`src/rtl/fb_arb_pkg.sv`:
```
// Shared types and helpers for the frame buffer arbiter.
// Phase encoding matches the externally visible 'phase' port.
package fb_arb_pkg;

  typedef enum logic [1:0] {
    PH_IDLE    = 2'd0,
    PH_LOAD    = 2'd1,
    PH_SOBEL   = 2'd2,
    PH_DISPLAY = 2'd3
  } phase_e;

  typedef enum logic [2:0] {
    REQ_NONE  = 3'd0,
    REQ_LD    = 3'd1,
    REQ_SB_RD = 3'd2,
    REQ_SB_WR = 3'd3,
    REQ_VGA   = 3'd4
  } req_id_e;

  // Number of pixels in one image; also the base of the output image.
  function automatic int unsigned frame_pix(input int unsigned w, input int unsigned h);
    return w * h;
  endfunction

endpackage

```
`src/rtl/fb_addr_gen.sv`:
```
// Row/column to linear BRAM address translation.
// out_sel picks the output image (based at one full frame) instead of the
// input image (based at 0). oob flags coordinates outside the image.
module fb_addr_gen
  import fb_arb_pkg::*;
#(
  parameter int unsigned IMG_W  = 640,
  parameter int unsigned IMG_H  = 480,
  parameter int unsigned ADDR_W = 20
) (
  input  logic [15:0]       row,
  input  logic [15:0]       col,
  input  logic              out_sel,
  output logic [ADDR_W-1:0] addr,
  output logic              oob
);

  localparam int unsigned       FRAME_PIX_L = frame_pix(IMG_W, IMG_H);
  localparam logic [ADDR_W-1:0] WIDTH_A     = ADDR_W'(IMG_W);
  localparam logic [ADDR_W-1:0] OUT_BASE_A  = ADDR_W'(FRAME_PIX_L);

  logic [ADDR_W-1:0] lin_s;

  // Linear offset inside the image plus the selected image base.
  always_comb begin
    oob   = (row >= 16'(IMG_H)) || (col >= 16'(IMG_W));
    lin_s = ADDR_W'(row) * WIDTH_A + ADDR_W'(col);
    if (out_sel) begin
      addr = lin_s + OUT_BASE_A;
    end else begin
      addr = lin_s;
    end
  end

endmodule

```
`src/rtl/frame_buffer_arbiter.sv`:
```
// Frame buffer arbiter: owns the load -> Sobel -> display phase machine and
// shares the single-port frame BRAM among loader, Sobel engine and VGA.
// Grants are decided combinationally from the sampled requests; acks and BRAM
// strobes are registered one cycle later; read data returns one further cycle
// later together with the requester's valid.
// Optional feature macro: FB_ARB_VGA_PRIORITY_EN -- VGA is also served during
// the Sobel phase with strict priority over the Sobel engine.
module frame_buffer_arbiter
  import fb_arb_pkg::*;
#(
  parameter int unsigned IMG_W  = 640,
  parameter int unsigned IMG_H  = 480,
  parameter int unsigned ADDR_W = 20
) (
  input  logic              clk,
  input  logic              reset,
  input  logic              start,
  input  logic              ld_req,
  input  logic [7:0]        ld_data,
  output logic              ld_ack,
  input  logic              sb_rd_req,
  input  logic [15:0]       sb_rd_row,
  input  logic [15:0]       sb_rd_col,
  output logic              sb_rd_ack,
  output logic              sb_rd_valid,
  input  logic              sb_wr_req,
  input  logic [15:0]       sb_wr_row,
  input  logic [15:0]       sb_wr_col,
  input  logic [7:0]        sb_wr_data,
  output logic              sb_wr_ack,
  input  logic              sb_done,
  input  logic              vga_req,
  input  logic [15:0]       vga_row,
  input  logic [15:0]       vga_col,
  output logic              vga_ack,
  output logic              vga_valid,
  output logic [7:0]        rd_data,
  output logic              bram_en,
  output logic              bram_we,
  output logic [ADDR_W-1:0] bram_addr,
  output logic [7:0]        bram_wdata,
  input  logic [7:0]        bram_rdata,
  output logic              all_loaded,
  output logic              sobel_ready,
  output logic [1:0]        phase
);

  localparam int unsigned       FRAME_PIX_L = frame_pix(IMG_W, IMG_H);
  localparam logic [ADDR_W-1:0] LAST_PIX_A  = ADDR_W'(FRAME_PIX_L - 1);
  localparam logic [ADDR_W-1:0] ONE_A       = ADDR_W'(1);
  localparam logic [ADDR_W-1:0] ZERO_A      = ADDR_W'(0);

  phase_e            state_r, state_nx_s;
  req_id_e           grant_s, sb_pick_s;
  logic [ADDR_W-1:0] cnt_r, cnt_nx_s;
  logic              all_loaded_r, all_loaded_nx_s;
  logic              sobel_ready_r, sobel_ready_nx_s;
  logic              pref_wr_r, pref_wr_nx_s;

  logic [15:0]       ag_row_s, ag_col_s;
  logic              ag_out_s, ag_oob_s;
  logic [ADDR_W-1:0] ag_addr_s;

  logic              ld_ack_r, sb_rd_ack_r, sb_wr_ack_r, vga_ack_r;
  logic              bram_en_r, bram_we_r;
  logic [ADDR_W-1:0] bram_addr_r;
  logic [7:0]        bram_wdata_r;
  logic              rd_sb_p1_r, rd_vga_p1_r, oob_p1_r;
  logic              sb_rd_valid_r, vga_valid_r, oob_p2_r;

  // Sobel round-robin choice: on contention the side not granted last wins.
  always_comb begin
    sb_pick_s = REQ_NONE;
    if (sb_rd_req && sb_wr_req) begin
      sb_pick_s = pref_wr_r ? REQ_SB_WR : REQ_SB_RD;
    end else if (sb_rd_req) begin
      sb_pick_s = REQ_SB_RD;
    end else if (sb_wr_req) begin
      sb_pick_s = REQ_SB_WR;
    end else begin
      sb_pick_s = REQ_NONE;
    end
  end

  // Grant selection: only the requesters allowed in the current phase compete.
  always_comb begin
    grant_s = REQ_NONE;
    case (state_r)
      PH_IDLE: grant_s = REQ_NONE;
      PH_LOAD: begin
        if (ld_req) begin
          grant_s = REQ_LD;
        end else begin
          grant_s = REQ_NONE;
        end
      end
      PH_SOBEL: begin
`ifdef FB_ARB_VGA_PRIORITY_EN
        if (vga_req) begin
          grant_s = REQ_VGA;
        end else begin
          grant_s = sb_pick_s;
        end
`else
        grant_s = sb_pick_s;
`endif
      end
      PH_DISPLAY: begin
        if (vga_req) begin
          grant_s = REQ_VGA;
        end else begin
          grant_s = REQ_NONE;
        end
      end
      default: grant_s = REQ_NONE;
    endcase
  end

  // Route the granted requester's coordinates to the address generator.
  always_comb begin
    ag_row_s = 16'd0;
    ag_col_s = 16'd0;
    ag_out_s = 1'b0;
    case (grant_s)
      REQ_SB_RD: begin
        ag_row_s = sb_rd_row;
        ag_col_s = sb_rd_col;
        ag_out_s = 1'b0;
      end
      REQ_SB_WR: begin
        ag_row_s = sb_wr_row;
        ag_col_s = sb_wr_col;
        ag_out_s = 1'b1;
      end
      REQ_VGA: begin
        ag_row_s = vga_row;
        ag_col_s = vga_col;
        ag_out_s = 1'b1;
      end
      default: begin
        ag_row_s = 16'd0;
        ag_col_s = 16'd0;
        ag_out_s = 1'b0;
      end
    endcase
  end

  fb_addr_gen #(
    .IMG_W (IMG_W),
    .IMG_H (IMG_H),
    .ADDR_W(ADDR_W)
  ) u_addr_gen (
    .row    (ag_row_s),
    .col    (ag_col_s),
    .out_sel(ag_out_s),
    .addr   (ag_addr_s),
    .oob    (ag_oob_s)
  );

  // Round-robin pointer moves only on Sobel grants; VGA grants leave it alone.
  always_comb begin
    pref_wr_nx_s = pref_wr_r;
    if (grant_s == REQ_SB_RD) begin
      pref_wr_nx_s = 1'b1;
    end else if (grant_s == REQ_SB_WR) begin
      pref_wr_nx_s = 1'b0;
    end else begin
      pref_wr_nx_s = pref_wr_r;
    end
  end

  // Phase machine next state, load counter and phase flags.
  always_comb begin
    state_nx_s       = state_r;
    cnt_nx_s         = cnt_r;
    all_loaded_nx_s  = all_loaded_r;
    sobel_ready_nx_s = sobel_ready_r;
    case (state_r)
      PH_IDLE, PH_DISPLAY: begin
        if (start) begin
          state_nx_s       = PH_LOAD;
          cnt_nx_s         = ZERO_A;
          all_loaded_nx_s  = 1'b0;
          sobel_ready_nx_s = 1'b0;
        end else begin
          state_nx_s = state_r;
        end
      end
      PH_LOAD: begin
        if (grant_s == REQ_LD) begin
          cnt_nx_s = cnt_r + ONE_A;
          if (cnt_r == LAST_PIX_A) begin
            state_nx_s      = PH_SOBEL;
            all_loaded_nx_s = 1'b1;
          end else begin
            state_nx_s = PH_LOAD;
          end
        end else begin
          cnt_nx_s = cnt_r;
        end
      end
      PH_SOBEL: begin
        if (sb_done) begin
          state_nx_s       = PH_DISPLAY;
          sobel_ready_nx_s = 1'b1;
        end else begin
          state_nx_s = PH_SOBEL;
        end
      end
      default: state_nx_s = PH_IDLE;
    endcase
  end

  // Phase/control state register.
  always_ff @(posedge clk or posedge reset) begin
    if (reset) begin
      state_r       <= PH_IDLE;
      cnt_r         <= ZERO_A;
      all_loaded_r  <= 1'b0;
      sobel_ready_r <= 1'b0;
      pref_wr_r     <= 1'b0;
    end else begin
      state_r       <= state_nx_s;
      cnt_r         <= cnt_nx_s;
      all_loaded_r  <= all_loaded_nx_s;
      sobel_ready_r <= sobel_ready_nx_s;
      pref_wr_r     <= pref_wr_nx_s;
    end
  end

  // Registered acks, BRAM strobes and the two-stage read-valid pipeline.
  always_ff @(posedge clk or posedge reset) begin
    if (reset) begin
      ld_ack_r      <= 1'b0;
      sb_rd_ack_r   <= 1'b0;
      sb_wr_ack_r   <= 1'b0;
      vga_ack_r     <= 1'b0;
      bram_en_r     <= 1'b0;
      bram_we_r     <= 1'b0;
      bram_addr_r   <= ZERO_A;
      bram_wdata_r  <= 8'd0;
      rd_sb_p1_r    <= 1'b0;
      rd_vga_p1_r   <= 1'b0;
      oob_p1_r      <= 1'b0;
      sb_rd_valid_r <= 1'b0;
      vga_valid_r   <= 1'b0;
      oob_p2_r      <= 1'b0;
    end else begin
      ld_ack_r      <= (grant_s == REQ_LD);
      sb_rd_ack_r   <= (grant_s == REQ_SB_RD);
      sb_wr_ack_r   <= (grant_s == REQ_SB_WR);
      vga_ack_r     <= (grant_s == REQ_VGA);
      rd_sb_p1_r    <= (grant_s == REQ_SB_RD);
      rd_vga_p1_r   <= (grant_s == REQ_VGA);
      oob_p1_r      <= ag_oob_s && ((grant_s == REQ_SB_RD) || (grant_s == REQ_VGA));
      sb_rd_valid_r <= rd_sb_p1_r;
      vga_valid_r   <= rd_vga_p1_r;
      oob_p2_r      <= oob_p1_r;
      case (grant_s)
        REQ_LD: begin
          bram_en_r    <= 1'b1;
          bram_we_r    <= 1'b1;
          bram_addr_r  <= cnt_r;
          bram_wdata_r <= ld_data;
        end
        REQ_SB_WR: begin
          bram_en_r    <= !ag_oob_s;
          bram_we_r    <= !ag_oob_s;
          bram_addr_r  <= ag_oob_s ? ZERO_A : ag_addr_s;
          bram_wdata_r <= ag_oob_s ? 8'd0 : sb_wr_data;
        end
        REQ_SB_RD, REQ_VGA: begin
          bram_en_r    <= !ag_oob_s;
          bram_we_r    <= 1'b0;
          bram_addr_r  <= ag_oob_s ? ZERO_A : ag_addr_s;
          bram_wdata_r <= 8'd0;
        end
        default: begin
          bram_en_r    <= 1'b0;
          bram_we_r    <= 1'b0;
          bram_addr_r  <= ZERO_A;
          bram_wdata_r <= 8'd0;
        end
      endcase
    end
  end

  assign ld_ack      = ld_ack_r;
  assign sb_rd_ack   = sb_rd_ack_r;
  assign sb_wr_ack   = sb_wr_ack_r;
  assign vga_ack     = vga_ack_r;
  assign sb_rd_valid = sb_rd_valid_r;
  assign vga_valid   = vga_valid_r;
  assign bram_en     = bram_en_r;
  assign bram_we     = bram_we_r;
  assign bram_addr   = bram_addr_r;
  assign bram_wdata  = bram_wdata_r;
  assign all_loaded  = all_loaded_r;
  assign sobel_ready = sobel_ready_r;
  assign phase       = state_r;
  // BRAM output is only forwarded for in-range reads; otherwise zero.
  assign rd_data     = ((sb_rd_valid_r || vga_valid_r) && !oob_p2_r) ? bram_rdata : 8'd0;

endmodule

```
`config.mk`:
```
export PLATFORM = sky130hd
export DESIGN_NAME = frame_buffer_arbiter
export DESIGN_NICKNAME = d
export VERILOG_FILES = /design/src/rtl/fb_arb_pkg.sv /design/src/rtl/fb_addr_gen.sv /design/src/rtl/frame_buffer_arbiter.sv
export SDC_FILE = /design/constraint.sdc
export NUM_CORES = 1
export LEC_CHECK = 0
export ABC_AREA = 1
export BUFFER_PORTS_ARGS = -buffer_cell sky130_fd_sc_hd__buf_2
export CAP_MARGIN = 20
export CORE_MARGIN = 3
export CORE_UTILIZATION = 41
export CTS_BUF_LIST = sky130_fd_sc_hd__clkbuf_2 sky130_fd_sc_hd__clkbuf_4 sky130_fd_sc_hd__clkbuf_8
export DETAILED_ROUTE_END_ITERATION = 12
export GPL_ROUTABILITY_DRIVEN = 0
export GPL_TIMING_DRIVEN = 0
export PLACE_DENSITY = 0.68
export SYNTH_ARGS = -nofsm -noshare
export SYNTH_HDL_FRONTEND = slang
export SYNTH_SLANG_ARGS = --single-unit
export TNS_END_PERCENT = 50
```
`constraint.sdc`:
```
create_clock -name clk -period 10.8 [get_ports clk]
set_input_delay 1.08 -clock clk [delete_from_list [all_inputs] [get_ports clk]]
set_output_delay 1.08 -clock clk [all_outputs]
set_load 0.03 [all_outputs]
```
Word-level counts from Yosys, hierarchy flattened --
Index checks and enable logic that the tools add are counted.
Word-level totals: flip-flop bits (word level) 63, logic and storage cells 88
Operators by class: muxes and demuxes 34, order comparisons 2, $add $sub $neg 3, reduce and logical (&&, ||, !) cells 19, $mul 1, equal/unequal tests 12
Operators with widths (count):
- $pmux 16 s3 | 2
- $mux 20 | 4
- $pmux 20 s2 | 2
- $add 20x1->20 const B | 1
- $add 20x16->20 | 1
- $add 20x19->20 const B | 1
- $eq 20x19->1 const B | 1
- $ge 16x10->1 const B | 1
- $ge 16x9->1 const B | 1
- $mul 16x3->13 const B | 1
- $mux 8 | 2
- $pmux 8 s2 | 1
- $mux 2 | 6
- $pmux 3 s4 | 1
- $mux 1 | 10
- $ne 2x2->1 const B | 4
- $pmux 1 s2 | 4
- $eq 3x2->1 const B | 2
- $pmux 2 s3 | 1
- $reduce_and 3->1 | 2
- $reduce_bool 2->1 | 3
- $eq 2x2->1 const B | 2
- $reduce_and 4->1 | 1
- $reduce_or 2->1 | 2
- 10 further kinds | 15

Longest topological paths before layout --
Gate-level depths: netlist of the first run.
depth in word-level cells 12, depth in mapped cells 34

Modules after synthesis --
Synthesis of the first run repeated with hierarchy kept, for this count alone.
Unflattened totals: cell total of the unflattened synthesis 828, area total of the unflattened synthesis 5352.6 µm²
By module, submodules not included:
- frame_buffer_arbiter | area an instance 3797.4 µm², seq. area each 1576.5 µm², instances 1, cells each 552
- fb_addr_gen | area an instance 1555.2 µm², seq. area each 0.0 µm², instances 1, cells each 276

Least setup slack after synthesis of the first run --
No wires, ideal clock.
path kind input to register, from in sb_wr_req, to reg bram_addr_r[18], in the netlist bram_addr[18], setup time 117 ps, path slack 5855 ps, path buffers 2, data required time 10683 ps, cell stages on the path 30, arrival 4828 ps, cell sequence nand2_1 nand2_1 inv_2 nor2_4 nand2_2 inv_2 buf_6 clkbuf_1 nand2_1 nand3_1 ha_1 ha_1 fa_1 xor2_1 ha_1 nand2_1 inv_1 a21oi_1 nand2_1 nand2_1 nand2_1 ha_1 inv_1 nand2_1 nand2_1 nand3_1 o21ai_0 nand2_1 nand3_1 nand2_1
Between the ends: word-level cells in the longest chain between the ends 12, elaborated cells between the ends (all ways) 23, those cells by class add/sub: 2; mul: 1; order compare: 2; eq/ne: 4; mux: 10; reduce/logical: 4
Ends and longest elaborated chain:
- start: declaration | RTL line frame_buffer_arbiter.sv:26 | input logic sb_wr_req,
- $mux 2 | RTL line frame_buffer_arbiter.sv:78 | end else if (sb_wr_req) begin
- $mux 2 | RTL line frame_buffer_arbiter.sv:76 | end else if (sb_rd_req) begin
- $mux 2 (*) | RTL line frame_buffer_arbiter.sv:74 | if (sb_rd_req && sb_wr_req) begin
- $pmux 3 s4 (*) | RTL line frame_buffer_arbiter.sv:88 | case (state_r)
- $eq 3x3->1 / $eq 3x2->1 (equally long branches) | RTL line frame_buffer_arbiter.sv:124, frame_buffer_arbiter.sv:259
- $pmux 16 s3 | RTL line frame_buffer_arbiter.sv:124 | case (grant_s)
- $mul 16x3->13 | RTL line fb_addr_gen.sv:27 | lin_s = ADDR_W'(row) * WIDTH_A + ADDR_W'(col);
- $add 20x16->20 | RTL line fb_addr_gen.sv:27
- $add 20x19->20 | RTL line fb_addr_gen.sv:29 | addr = lin_s + OUT_BASE_A;
- $mux 20 | RTL line fb_addr_gen.sv:28 | if (out_sel) begin
- $mux 20 | RTL line frame_buffer_arbiter.sv:269, frame_buffer_arbiter.sv:275
- $pmux 20 s2 (*) | RTL line frame_buffer_arbiter.sv:259 | case (grant_s)
- end signal: assignment | RTL line frame_buffer_arbiter.sv:263 | bram_addr_r <= cnt_r;
- end signal: assignment | RTL line frame_buffer_arbiter.sv:269 | bram_addr_r <= ag_oob_s ? ZERO_A : ag_addr_s;
- end signal: assignment | RTL line frame_buffer_arbiter.sv:275 | bram_addr_r <= ag_oob_s ? ZERO_A : ag_addr_s;
- end: declaration | RTL line frame_buffer_arbiter.sv:66 | logic [ADDR_W-1:0] bram_addr_r;
Every way passes the cells marked *; elsewhere a longest branch is shown, timed or not. A chain may end at the register's enable or synchronous reset.

Final worst setup path of the first run --
from reg state_r[0], in the netlist phase[0], to reg bram_addr_r[16], in the netlist bram_addr[16]
Between the ends: word-level cells in the longest chain between the ends 10, elaborated cells between the ends (all ways) 23, those cells by class add/sub: 2; mul: 1; order compare: 2; eq/ne: 7; mux: 7; reduce/logical: 4
Ends and longest elaborated chain:
- start: declaration | RTL line frame_buffer_arbiter.sv:53 | phase_e state_r, state_nx_s;
- start signal: assignment | RTL line frame_buffer_arbiter.sv:223 | state_r <= state_nx_s;
- $eq 2x2->1, or another cell as far along | RTL line frame_buffer_arbiter.sv:88
- $pmux 3 s4 (*) | RTL line frame_buffer_arbiter.sv:88
- $eq 3x3->1 / $eq 3x2->1 (equally long branches) | RTL line frame_buffer_arbiter.sv:124, frame_buffer_arbiter.sv:259
- $pmux 16 s3 | RTL line frame_buffer_arbiter.sv:124
- $mul 16x3->13 | RTL line fb_addr_gen.sv:27
- $add 20x16->20 | RTL line fb_addr_gen.sv:27
- $add 20x19->20 | RTL line fb_addr_gen.sv:29
- $mux 20 | RTL line fb_addr_gen.sv:28
- $mux 20 | RTL line frame_buffer_arbiter.sv:269, frame_buffer_arbiter.sv:275
- $pmux 20 s2 (*) | RTL line frame_buffer_arbiter.sv:259
Marked as above.

==> results.cfg, run 1 <==
[run_status]
status = finished, final reports clean

[drt]
vias = 5189
drt-total-wl_mm = 14.7
drcViolationCount = 0
via_per_inst = 4.95
ant_nets = 0
drt-met1-wl_mm = 6.20
drt_pre_antenna_iters = 5
dr.first_iter.drc_count = 324
wl_met2_mm = 7.53
wl_met3_microns = 744
wl_per_cell_microns = 14.0
top_layer_used = met4

[job]
cap_violations = 0

[worst_hold_path]
hold_path_class = reg2reg
min_from = oob_p1_r

[sta]
fin_setup_tns_ps = 0
post-route-period-util_pct = 52.3
fmax_ghz = 0.177
relSlewSlack_pct = 54.5
fin_skew_ps = 11.3
worstMarginPinSlew_ps = 683
setup_violations = 0
slew_viol_final = 0
finalHoldViolCount = 0
min_period_ps = 5650
rsz0062_at_grt = false

[power]
power.leakage_nw = 3.63
irDropWorstVdd_uv = 65.3
combPwrFrac_pct = 28.3
p_sw_w = 0.000236
clkPwrFrac_pct = 33.6
power.density_mw_per_mm2 = 112
p_sw_share_pct = 33.8
seqPwrFrac_pct = 38.1
internal_power_w = 0.000462

[floorplanning]
core_area_sq_mm = 0.0116
die_y_microns = 115
num_rows = 39
start_util_pct = 42.4
die_w_microns = 115
ios = 176
dieArea_sq_mm = 0.0133

[worst_setup_path]
critPathCapture = bram_addr[16]
rr_worst_depth = 31
crit_type = reg2reg
critPathArrivalTime_ps = 5850
path_common_cell = nand2_1
max_stage_delay_ps = 530
reg2reg_setup_slack_ps = 5150
r2r_start = phase[0]
worstReg2RegEnd = bram_addr[16]
critPathLaunch = phase[0]
slowest_stage = clkbuf_1
required_ps = 11000
cp-start-kind = register
crit_path_max_fanout = 10
end_kind = register

[logic_synthesis]
syn_area_per_cell_sq_um = 6.86
syn_inst = 715
synth_largest_area_cell = dfrtp_1
synth_top_area_share_pct = 32.1
syn-cell-area_sq_mm = 0.00491
yosysWarnings = 0
ys_types = 40
synth-seq-cells = 63
synth_ff_type = dfrtp_1
syn-num-nets = 879
synth_edf_count = 0
synth-seq-area-share_pct = 32.1
synthTopCellsByArea = dfrtp_1 32%, nand2_1 17%, ha_1 8.7%, nand3_1 7.4%, inv_1 6.7%
async_flop_share_pct = 100

[layout]
final_cell_mix = 223 x nand2_1, 177 x buf_2, 86 x inv_1
diodes = 0
fill_cells = 1184
area_growth_pct = 26.6
mostFrequentLayoutCell = nand2_1
design_area_sq_mm = 0.00621
drive_gt1_share_pct = 25.1
fin_nets = 1066
instances_no_fill = 1049

[clock_tree]
post-cts-setup-buffers = 0
clkLatencyLatePin_ps = 340
cts_buffers = 9
clk_pin_slew_ps = 70
clock_sinks = 63
htree_num_levels = 3
ctsHoldBuffers = 0
cts-resized-gates = 0
clockBufferDepth = 2
clockRootBuffer = clkbuf_8
cts_tree = done

[placement]
place.detailed.hpwl_mm = 12.0
io_buffers = 175
dp_cells = 1034
placed_area_sq_mm = 0.00598

[global_route]
grt_start_max_net_pins = 34
track_usage_pct = 22.4
grt.overflow.total = 0
antenna_found_initial = 0
grt_first_pass_wirelength_mm = 23.7
grt_pass1_vias = 4919
[registers in the layout (all words and copies together) (netlist names), 2 cells and up]
signal,count
bram_addr,20
bram_wdata,8
phase,2
cnt_r,20
[metal layers]
metal | up-vias | GRT usage (%)
li1 | 2692 | -
met1 | 2338 | 28.6
met2 | 147 | 39.9
met3 | 12 | 2.84
met4 | 0 | 5.63
met5 | - | 0
[metrics by stage]
stage	setup WS [ps]	util, %	hold slack (ps)	total power [W]
3_5_place_dp	4870	51.7	352	0.000467
4_1_cts	5190	53.7	359	0.000703
6_report	5150	53.7	354	0.000698
2_1_floorplan	5860	-	331	0.000397
3_3_place_gp	4900	51.6	337	0.000467
5_1_grt	4600	53.7	364	0.000738
[cell families (layout without fill, tap and decap cells)]
kind of cell,after synthesis,after routing,synth area share (%)
AOI/OAI and AO/OA,72,72,9.33
xor gates and xnor gates,15,15,2.68
adders and majority gates,36,36,9.49
buffers and inverters,110,301,9.03
DFF,63,63,32.1
and+or+nand+nor,419,419,37.4
[Yosys cell counts (all sizes together) (3+ instances only)]
master and number:
a221oi 7, buf 7, dfrtp 63, nand3 76, nand4 9, o21ai 24
a21oi 20, nor3 15, nand2 229, o31ai 3, inv 94, o22ai 12
nor2 79, nor3b 6, xor2 8, clkbuf 8, xnor2 7, ha 34
o21bai 5
[cell type report]
class                           instances  area (sq um)  share of cell area (%)
Multi-Input combinational cell        542          2890                    46.5
Sequential cell                        63          1580                    25.4
Timing Repair Buffer                  176           896                    14.4
Inverter                               95           362                    5.82
Tap cell                              143           179                    2.88
Clock buffer                           12           165                    2.66
Buffer                                 15          81.3                    1.31
Clock inverter                          3          65.1                    1.05
[power by group through the flow]
stage | combinational, W | sequential, W | clock, W
5_1_grt | 0.000222 | 0.000269 | 0.000248
3_3_place_gp | 0.000197 | 0.000270 | 0
4_1_cts | 0.000198 | 0.000266 | 0.000238
6_report | 0.000198 | 0.000266 | 0.000235
3_5_place_dp | 0.000197 | 0.000270 | 0
2_1_floorplan | 0.000103 | 0.000294 | 0
[critical path: cells and delay by family, from the launching register on]
family	cells	cell delay (ps)
AO/OA/AOI/OAI	2	320
flip-flops	1	420
XOR/XNOR	2	330
adder cells (fa/ha/maj)	6	1810
AND/OR/NAND/NOR	14	1430
buffers and inverters	7	1170
[how the worst min path moves through the flow]
stage / end / slack, ps / cells after the start
4_1_cts: oob_p2_r / 360 / 0
5_1_grt: oob_p2_r / 360 / 0
6_report: oob_p2_r / 350 / 0
3_5_place_dp: oob_p2_r / 350 / 0
2_1_floorplan: oob_p2_r / 330 / 0
3_3_place_gp: oob_p2_r / 340 / 0
Note: power is estimated with default switching activity, not from simulation.
==> run 2, diff against run 1 <==
--- a/config.mk
+++ b/config.mk
@@ -14,7 +14,7 @@
 export DETAILED_ROUTE_END_ITERATION = 12
 export GPL_ROUTABILITY_DRIVEN = 0
 export GPL_TIMING_DRIVEN = 0
-export PLACE_DENSITY = 0.68
+export PLACE_DENSITY = 0.71
 export SYNTH_ARGS = -nofsm -noshare
 export SYNTH_HDL_FRONTEND = slang
 export SYNTH_SLANG_ARGS = --single-unit
==> constraint.sdc (replaced) <==
create_clock -name clk -period 4.75 [get_ports clk]
set_input_delay 0.475 -clock clk [delete_from_list [all_inputs] [get_ports clk]]
set_output_delay 0.475 -clock clk [all_outputs]
set_load 0.03 [all_outputs]
==> run 2 against run 1 <==
Sequential share of layout area is 1.5 points lower. Largest cell class unchanged. Sequential cell count did not move. Via count rose by 2.2%. Critical path type unchanged. Sequential power increased by 130%. Utilization up 3.3 points. Combinational power grew 130%. Non-clock buffer count is 11 higher. Critical path depth up 2. Register-to-register slack got worse by 5000 ps. Count of clock-buffer cells in the layout fell by 2.
==> results.cfg, run 2 (same netlist as run 1, synthesis figures left out) <==
[power]
irDropWorstVdd_uv = 151
power.leakage_nw = 3.73
power.density_mw_per_mm2 = 241
power.total_w = 0.00159

[drt]
ant_nets = 0
wl_per_cell_microns = 13.8
wl_met3_microns = 668
drcViolationCount = 0
drt_pre_antenna_iters = 5
drt-total-wl_mm = 14.6
top_layer_used = met4
dr.first_iter.drc_count = 263
via_per_inst = 5.00
vias = 5304
wl_met2_mm = 7.60
drt-met1-wl_mm = 6.11

[layout]
diodes = 0
final_cell_mix = 212 x nand2_1, 176 x buf_2, 83 x inv_1
final_util_pct = 57.0
mostFrequentLayoutCell = nand2_1
fin_nets = 1077
area_growth_pct = 34.4
drive_gt1_share_pct = 31.2

[floorplanning]
start_util_pct = 42.4
die_y_microns = 115
num_rows = 39
core_area_sq_mm = 0.0116
ios = 176
die_w_microns = 115
dieArea_sq_mm = 0.0133

[placement]
io_buffers = 175
place.detailed.hpwl_mm = 11.8

[worst_setup_path]
path_common_cell = nand2_1
crit_path_max_fanout = 10
crit_type = reg2reg
required_ps = 4980
slowest_stage = dfrtp_1
end_kind = register
cp-start-kind = register
critPathArrivalTime_ps = 4790
reg2reg_setup_slack_ps = 190
max_stage_delay_ps = 410

[clock_tree]
clock_sinks = 63
clk_pin_slew_ps = 80
cts_tree = done
cts_buffers = 9
clockBufferDepth = 2
clkLatencyLatePin_ps = 340
clockRootBuffer = clkbuf_8
htree_num_levels = 3

[global_route]
track_usage_pct = 21.5
grt_pass1_vias = 4874
grt_start_max_net_pins = 33
grt.overflow.total = 0
antenna_found_initial = 0
grt_first_pass_wirelength_mm = 22.8

[sta]
worstMarginPinSlew_ps = 663
fin_setup_tns_ps = 0
finalHoldWorstSlack_ps = 216
post-route-period-util_pct = 96.0
finalHoldViolCount = 0
fin_skew_ps = 10.1
slew_viol_final = 0
min_period_ps = 4560
setup_violations = 0
fmax_ghz = 0.219
relSlewSlack_pct = 55.4

[worst_hold_path]
hold_path_class = in2async

[run_status]
status = finished, final reports clean

[job]
cap_violations = 0
run 2: cell count changes in the layout (fill, tap and decap cells not counted), sizes merged:
cell	before	now
clkbuf	20	18
clkinvlp	0	2
buf	183	194
inv	94	95
run 2: per-layer routing:
metal  up-vias  global-route usage (%)
met3        17                    2.89
met5         -                       0
met2       134                    39.4
met4         0                    5.56
met1      2430                    26.4
li1       2723                       -
run 2: area by class of cell:
cell class | instances | area, sq um
plain buffers | 14 | 126
clock buffers | 10 | 138
clock inverters | 6 | 92.6
fillers | 1088 | 4970
inverters | 95 | 369
multi-input cells | 542 | 3130
flip-flops and latches | 63 | 1580
well taps | 143 | 179
repair buffers | 188 | 983
run 2: report_power, final:
group | internal (W) | leakage [nW] | switching (W)
combinational | 0.000138 | 2.75 | 0.000320
clock | 0.000312 | 0.109 | 0.000214
sequential | 0.000581 | 0.866 | 0.0000257
run 2: worst paths after layout:
path / start / to / depth (start not counted)
setup reg to reg: phase[1] / bram_addr[19] / 33
hold reg to reg: rd_sb_p1_r / sb_rd_valid / 0
min in group clk: ld_data[1] / bram_wdata[1] / 3
max in group asynchronous: reset / bram_addr[12] / 3
setup / recovery: phase[1] / bram_addr[19] / 33
hold / removal: reset / bram_addr[1] / 2
run 2: through the flow:
stage | setup WS [ps] | cells | instance area [sq um]
final | 190 | 1061 | 6600
after global placement | -804 | 1033 | 5960
after detailed placement | -822 | 1034 | 5980
after CTS | 18.2 | 1051 | 6280
after global routing | -40.7 | 1061 | 6600
after floorplan | 11.7 | 715 | 4910
run 2: worst max-delay path: cells and delay by family (launching register included):
| family | cells | cell delay (ps) |
|---|---|---|
| buf+inv | 6 | 650 |
| flops | 1 | 410 |
| fa+ha+maj | 5 | 1340 |
| simple gates | 20 | 1660 |
| compound gates | 1 | 160 |
| xor+xnor | 1 | 210 |
run 2: what timing repair did:
item	CTS	global route
gates resized for setup	17	56
pin swaps	2	14
setup buffers	2	9
cloned	0	1
hold buffers	0	0
setup endpoints to repair	8	7
